**config.mk**
```make
export PLATFORM = sky130hd
export DESIGN_NAME = e203_clkgate_ctrl
export DESIGN_NICKNAME = d
export VERILOG_FILES = /design/src/rtl/e203_clkgate_ctrl.sv
export SDC_FILE = /design/constraint.sdc
export NUM_CORES = 1
export LEC_CHECK = 0
export CAP_MARGIN = 10
export CORE_MARGIN = 2
export CORE_UTILIZATION = 35
export DETAILED_ROUTE_END_ITERATION = 7
export GPL_ROUTABILITY_DRIVEN = 0
export PLACE_DENSITY = 0.64
export SYNTH_ARGS = -nofsm -noshare
export SYNTH_HDL_FRONTEND = slang
export SYNTH_SLANG_ARGS = --single-unit
```
**constraint.sdc**
```tcl
create_clock -name clk -period 6.25 [get_ports clk]
set_clock_uncertainty 0.05 [all_clocks]
set_input_delay 1.25 -clock clk [delete_from_list [all_inputs] [get_ports clk]]
set_output_delay 1.25 -clock clk [all_outputs]
set_load 0.01 [all_outputs]
```
**src/rtl/e203_clkgate_ctrl.sv**
```systemverilog
// Always-on clock-gate controller: drops clock_en after IDLE_CYCLES consecutive idle
// samples and restores it on activity, holding clk_ready low for WAKE_CYCLES.
module e203_clkgate_ctrl #(
    parameter int IDLE_CYCLES = 16,
    parameter int WAKE_CYCLES = 2,
    parameter int CNT_W       = 16
) (
    input  logic             clk,
    input  logic             rst,
    input  logic             busy,
    input  logic             wake_req,
    input  logic             sleep_allow,
    input  logic             test_mode,
    output logic             clock_en,
    output logic             clk_ready,
    output logic             gated,
    output logic [CNT_W-1:0] gate_cnt
);

    typedef enum logic [1:0] {
        RUN   = 2'd0,
        COUNT = 2'd1,
        GATED = 2'd2,
        WAKE  = 2'd3
    } state_t;

    localparam logic [7:0] IDLE_LAST = 8'(IDLE_CYCLES - 1);
    localparam logic [7:0] WAKE_LAST = 8'((WAKE_CYCLES > 0) ? (WAKE_CYCLES - 1) : 0);

    state_t           state_reg;
    logic [7:0]       idle_cnt_reg;
    logic [7:0]       wake_cnt_reg;
    logic [CNT_W-1:0] gate_cnt_reg;
    logic             en_reg;
    logic             ready_reg;
    logic             gated_reg;

    logic idle;
    logic wake_cond;
    logic cnt_full;

    assign idle      = sleep_allow & ~busy & ~wake_req & ~test_mode;
    assign wake_cond = busy | wake_req | ~sleep_allow | test_mode;
    assign cnt_full  = &gate_cnt_reg;

    always_ff @(posedge clk) begin
        if (rst) begin
            state_reg    <= RUN;
            idle_cnt_reg <= '0;
            wake_cnt_reg <= '0;
            gate_cnt_reg <= '0;
            en_reg       <= 1'b1;
            ready_reg    <= 1'b1;
            gated_reg    <= 1'b0;
        end else begin
            case (state_reg)
                RUN, COUNT: begin
                    // Enter GATED once the run of idle samples reaches IDLE_CYCLES;
                    // IDLE_CYCLES==1 gates straight from RUN.
                    if (idle && (IDLE_CYCLES == 1 || (state_reg == COUNT && idle_cnt_reg == IDLE_LAST))) begin
                        state_reg    <= GATED;
                        idle_cnt_reg <= '0;
                        en_reg       <= 1'b0;
                        ready_reg    <= 1'b0;
                        gated_reg    <= 1'b1;
                        if (!cnt_full)
                            gate_cnt_reg <= gate_cnt_reg + CNT_W'(1);
                    end else if (idle) begin
                        state_reg    <= COUNT;
                        idle_cnt_reg <= (state_reg == RUN) ? 8'd1 : idle_cnt_reg + 8'd1;
                    end else begin
                        state_reg    <= RUN;
                        idle_cnt_reg <= '0;
                    end
                end
                GATED: begin
                    if (wake_cond) begin
                        en_reg       <= 1'b1;
                        wake_cnt_reg <= '0;
                        if (WAKE_CYCLES == 0) begin
                            state_reg <= RUN;
                            ready_reg <= 1'b1;
                            gated_reg <= 1'b0;
                        end else begin
                            state_reg <= WAKE;
                        end
                    end
                end
                WAKE: begin
                    // Settle window; idle is deliberately ignored here.
                    if (wake_cnt_reg == WAKE_LAST) begin
                        state_reg    <= RUN;
                        wake_cnt_reg <= '0;
                        ready_reg    <= 1'b1;
                        gated_reg    <= 1'b0;
                    end else begin
                        wake_cnt_reg <= wake_cnt_reg + 8'd1;
                    end
                end
                default: begin
                    state_reg <= RUN;
                    en_reg    <= 1'b1;
                    ready_reg <= 1'b1;
                    gated_reg <= 1'b0;
                end
            endcase
        end
    end

    assign clock_en  = en_reg | test_mode;
    assign clk_ready = ready_reg;
    assign gated     = gated_reg;
    assign gate_cnt  = gate_cnt_reg;

endmodule

```
# After elaboration in Yosys (flattened, before gate mapping)
# Index checks and enable logic that the tools add are counted.
# W data, S select, Z words.
[word_totals] out_inout_bits=19 reg_bits=37
[op_classes] mux=19 n_eq_ne=8 n_reduce_logical=13 add_sub_neg=3 bitwise_logic=12
[ops] operator="$mux W8" count=5
[ops] operator="$add A16 B1 Y16 const B" count=1
[ops] operator="$add A8 B1 Y8 const B" count=2
[ops] operator="$pmux W8 S2" count=1
[ops] operator="$reduce_and A16 Y1" count=1
[ops] operator="$reduce_and A3 Y1" count=3
[ops] operator="$eq A8 B1 Y1 const B" count=1
[ops] operator="$eq A8 B4 Y1 const B" count=1
[ops] operator="$mux W1" count=6
[ops] operator="$mux W2" count=3
[ops] operator="$ne A2 B2 Y1 const B" count=3
[ops] operator="$pmux W1 S2" count=3
[ops] operator="$pmux W2 S3" count=1
[ops] operator="$reduce_bool A2 Y1" count=3
[ops] operator="$not A1 Y1" count=5
[ops] operator="$eq A2 B2 Y1 const B" count=2
[ops] operator="$or A1 B1 Y1" count=4
[ops] operator="$reduce_and A2 Y1" count=2
[ops] operator="$and A1 B1 Y1" count=3
[ops] operator="$eq A2 B1 Y1 const B" count=1
[ops] operator="$logic_and A1 B1 Y1" count=2
[ops] operator="$logic_not A2 Y1" count=1
[ops] operator="$reduce_or A2 Y1" count=1

# Logic depth before layout (Yosys ltp)
[logic_depth] depth_word=7 mapped_depth=7

# Worst setup path after synthesis
# Ideal clock, no wire load.
[synth_timing] path_kind="in2out" startpoint="input port test_mode" endpoint="output port clock_en" stages=1 t_arrival_ns=1.538 path_slack_ns=3.412 path_cell_list="or2_2"
[synth_via] elab_chain_cells=1
[synth_rtl] item="start: declaration" line="13" rtl="input logic test_mode,"
[synth_rtl] item="$or A1 B1 Y1" line="110" rtl="assign clock_en = en_reg | test_mode;"
[synth_rtl] item="end: declaration" line="14" rtl="output logic clock_en,"
# No other way between the ends.

# Worst setup path in the final report
# Same ends and word-level chain as after synthesis.

==> flow_summary.json <==
{
  "setup_tns_ps": 0,
  "dr.pass1.iters": 4,
  "area_growth_pct": 18.41,
  "max-vdd-ir-drop_mv": 0.08759,
  "p_switching_mw": 0.09399,
  "hold_ws_ps": 395.8,
  "clkTransAtPathRegs_ps": 70,
  "num_rows": 27,
  "end_kind": "primary output",
  "synth_top_family_by_area": "simple AND/OR/NAND/NOR gates",
  "combPwrFrac": 0.032,
  "synth_cell_types": 48,
  "p_per_area_nw_per_um2": 175.6,
  "start_util": 0.3668,
  "antenna_found_initial": 0,
  "stdcell_count": 331,
  "crit_path_frequent_cell": "clkdlybuf4s50_1",
  "synth_area_um2": 2032,
  "post-route-min-period_ps": 3790,
  "yosys.area.top_type": "dfxtp_1",
  "p_int_mw": 0.3286,
  "post-route-util": 0.4343,
  "clock_latency_ps": 290,
  "r2r_start": "idle_cnt_reg[0]",
  "yosysTopAreaCellShare": 0.3645,
  "drive_gt1_frac": 0.06564,
  "crit_fanout": 3,
  "clock_sinks": 37,
  "grt_pass1_vias": 1785,
  "finalSetupViolCount": 0,
  "worstPathArrival_ps": 2490,
  "worst_pin_slew_ps": 726.7,
  "pwr-share-clk": 0.409,
  "largest_reg_flops": 16,
  "post_dp_cell_area_um2": 2320,
  "cts_resized": 0,
  "swShare": 0.2224,
  "synth_warnings": 0,
  "synth_most_common_cell": "dfxtp_1",
  "drt_wl_total_mm": 4.605,
  "syn_inst": 237,
  "drtIter0Drc": 95,
  "clockBufferDepth": 2,
  "htreeDepth": 2,
  "track_usage": 0.1575,
  "syn-mean-instance-area_um2": 8.574,
  "cts_tree": "yes",
  "dp_cells": 324,
  "crit_start": "test_mode",
  "synthSimpleGateAreaFrac": 0.3159,
  "cts-buffers-inserted": 5,
  "portBuffers": 24,
  "leakagePower_nw": 0.7714,
  "die_x_um": 80.20,
  "rsz0062_at_grt": "false",
  "synth-compound-area-share": 0.1897,
  "synthTopCellsByCount": "dfxtp_1 (37), nor2_1 (21), a21oi_1 (20), nand2_1 (16), nand3_1 (12)",
  "pwr-share-seq": 0.559,
  "antenna_left": 0,
  "critical_path.cell_chain": "clkdlybuf4s50_1 > or2_2 > clkdlybuf4s50_1",
  "coreArea_um2": 5540,
  "synthFlopType": "dfxtp_1",
  "viasPerCell": 5.689,
  "critPathLaunchType": "input pin",
  "synth-async-reset-ratio": 0,
  "die_y_um": 80.20,
  "synth_edf_count": 0,
  "num_vias": 1883,
  "synthAdderAreaFrac": 0.02463,
  "wire_per_inst_um": 13.91,
  "fmax_mhz": 263.9,
  "slowest_stage": "clkdlybuf4s50_1",
  "crit_path_end": "clock_en",
  "yosysSeqAreaShare": 0.3645,
  "grt_max_degree": 41,
  "hold_class": "reg2reg",
  "cts_setup_buffers": 0,
  "reg2reg_to": "gate_cnt[5]",
  "crit_path_max_incr_delay_ps": 480,
  "finalInstanceArea_um2": 2406,
  "drv_slew": 0,
  "relSlewSlack": 0.5110,
  "ctsHoldBuffers": 0,
  "ios": 25,
  "ys_top_cells_by_area": "dfxtp_1 (36%), a21oi_1 (4.9%), nor2_1 (3.9%), mux2_1 (3.3%), nand3_1 (3.0%)",
  "path_class": "in2out",
  "reg2reg_setup_slack_ps": 3860,
  "drcViolationCount": 0,
  "ys_ff_latch": 37,
  "synth.net_count": 247,
  "overflow": 0,
  "cap_violations": 0,
  "grt_pass1_wl_mm": 8.107,
  "synthMuxAreaShare": 0.04926,
  "fin_nets": 269,
  "hpwl_mm": 3.132,
  "die_area_um2": 6431,
  "cts-root-buf": "clkbuf_8",
  "post-route-period-util": 0.6064,
  "r2r_cells": 5,
  "num_antenna_cells": 0,
  "required_ps": 4950,
  "finalHoldViolCount": 0,
  "status": "complete, no violations",
  "synth_xor_area_frac": 0.01293
}
stage by stage:
step	worst slack, ps	power (mW)
final	2460	0.4226
after global routing	2429	0.4386
after CTS	2456	0.4278
after detailed placement	2462	0.2554
after global placement	2472	0.2550
after floorplan	3412	0.2491
area by class of cell:
cell class	instances	area, um2
timing repair buffer	26	255.2
multi-input combinational	181	1204
fill	561	3134
sequential	37	740.7
tap	72	90.09
clock buffer	7	86.33
inverter	8	30.03
how the worst min path moves through the flow:
stage / from / to / slack, ps / cells past startpoint
after floorplan: wake_cnt_reg[7] / wake_cnt_reg[7] / 410 / 2
after global placement: clk_ready / clk_ready / 380 / 2
after detailed placement: clk_ready / clk_ready / 390 / 2
after CTS: clk_ready / clk_ready / 400 / 2
after global routing: clk_ready / clk_ready / 420 / 2
final: clk_ready / clk_ready / 400 / 2
critical path, delay by kind of cell:
kind / cells / cell delay, ps
buffers and inverters: 2 / 940
AND/OR/NAND/NOR: 1 / 290
per-layer routing:
metal	GRT usage	part of all wire	vias up
li1	-	-	944
met5	0	0	-
met1	0.2037	0.49	899
met3	0.03258	0.036	10
met4	0.06780	0.019	0
met2	0.2525	0.46	30
power by group through the flow:
| stage | Combinational (mW) | Sequential (mW) | Clock [mW] |
|---|---|---|---|
| floorplan | 0.00770 | 0.241 | 0 |
| detailed placement | 0.0136 | 0.242 | 0 |
| global placement | 0.0133 | 0.242 | 0 |
| CTS | 0.0137 | 0.236 | 0.178 |
| finish | 0.0135 | 0.236 | 0.173 |
| global route | 0.0147 | 0.236 | 0.188 |
kinds of logic (layout without fill, tap and decap cells):
kind of cell	count (synthesis)	after routing
XOR/XNOR	3	3
AO/OA/AOI/OAI	58	58
flip-flops	37	37
multiplexers	9	9
adder cells (fa/ha/maj)	4	4
AND/OR/NAND/NOR	107	107
buffers and inverters	19	41
placed cells by master (no fill, tap or decap), types with 2 or more instances in the layout:
cell type / synthesis / final
nand4_1: 6 / 6
a41oi_1: 4 / 4
nor3_1: 6 / 6
a21oi_1: 20 / 20
mux2_1: 6 / 6
or4_1: 7 / 7
ha_1: 4 / 4
or2_2: 2 / 2
nand3_1: 12 / 12
nor4b_1: 2 / 2
a311oi_1: 5 / 5
nand3b_1: 2 / 2
buf_4: 0 / 2
mux2_2: 2 / 2
nor2b_1: 7 / 7
dfxtp_1: 37 / 37
o21ai_0: 9 / 9
a211oi_1: 3 / 3
xor2_1: 2 / 2
or3_1: 3 / 3
o31ai_1: 6 / 6
inv_1: 8 / 8
nor4_1: 7 / 7
clkbuf_8: 0 / 6
and3_1: 4 / 4
clkdlybuf4s50_1: 0 / 24
and4_1: 4 / 4
nand2_1: 16 / 16
nor2_1: 21 / 21
a22oi_1: 3 / 3
Power figures use the tool's default switching activity.
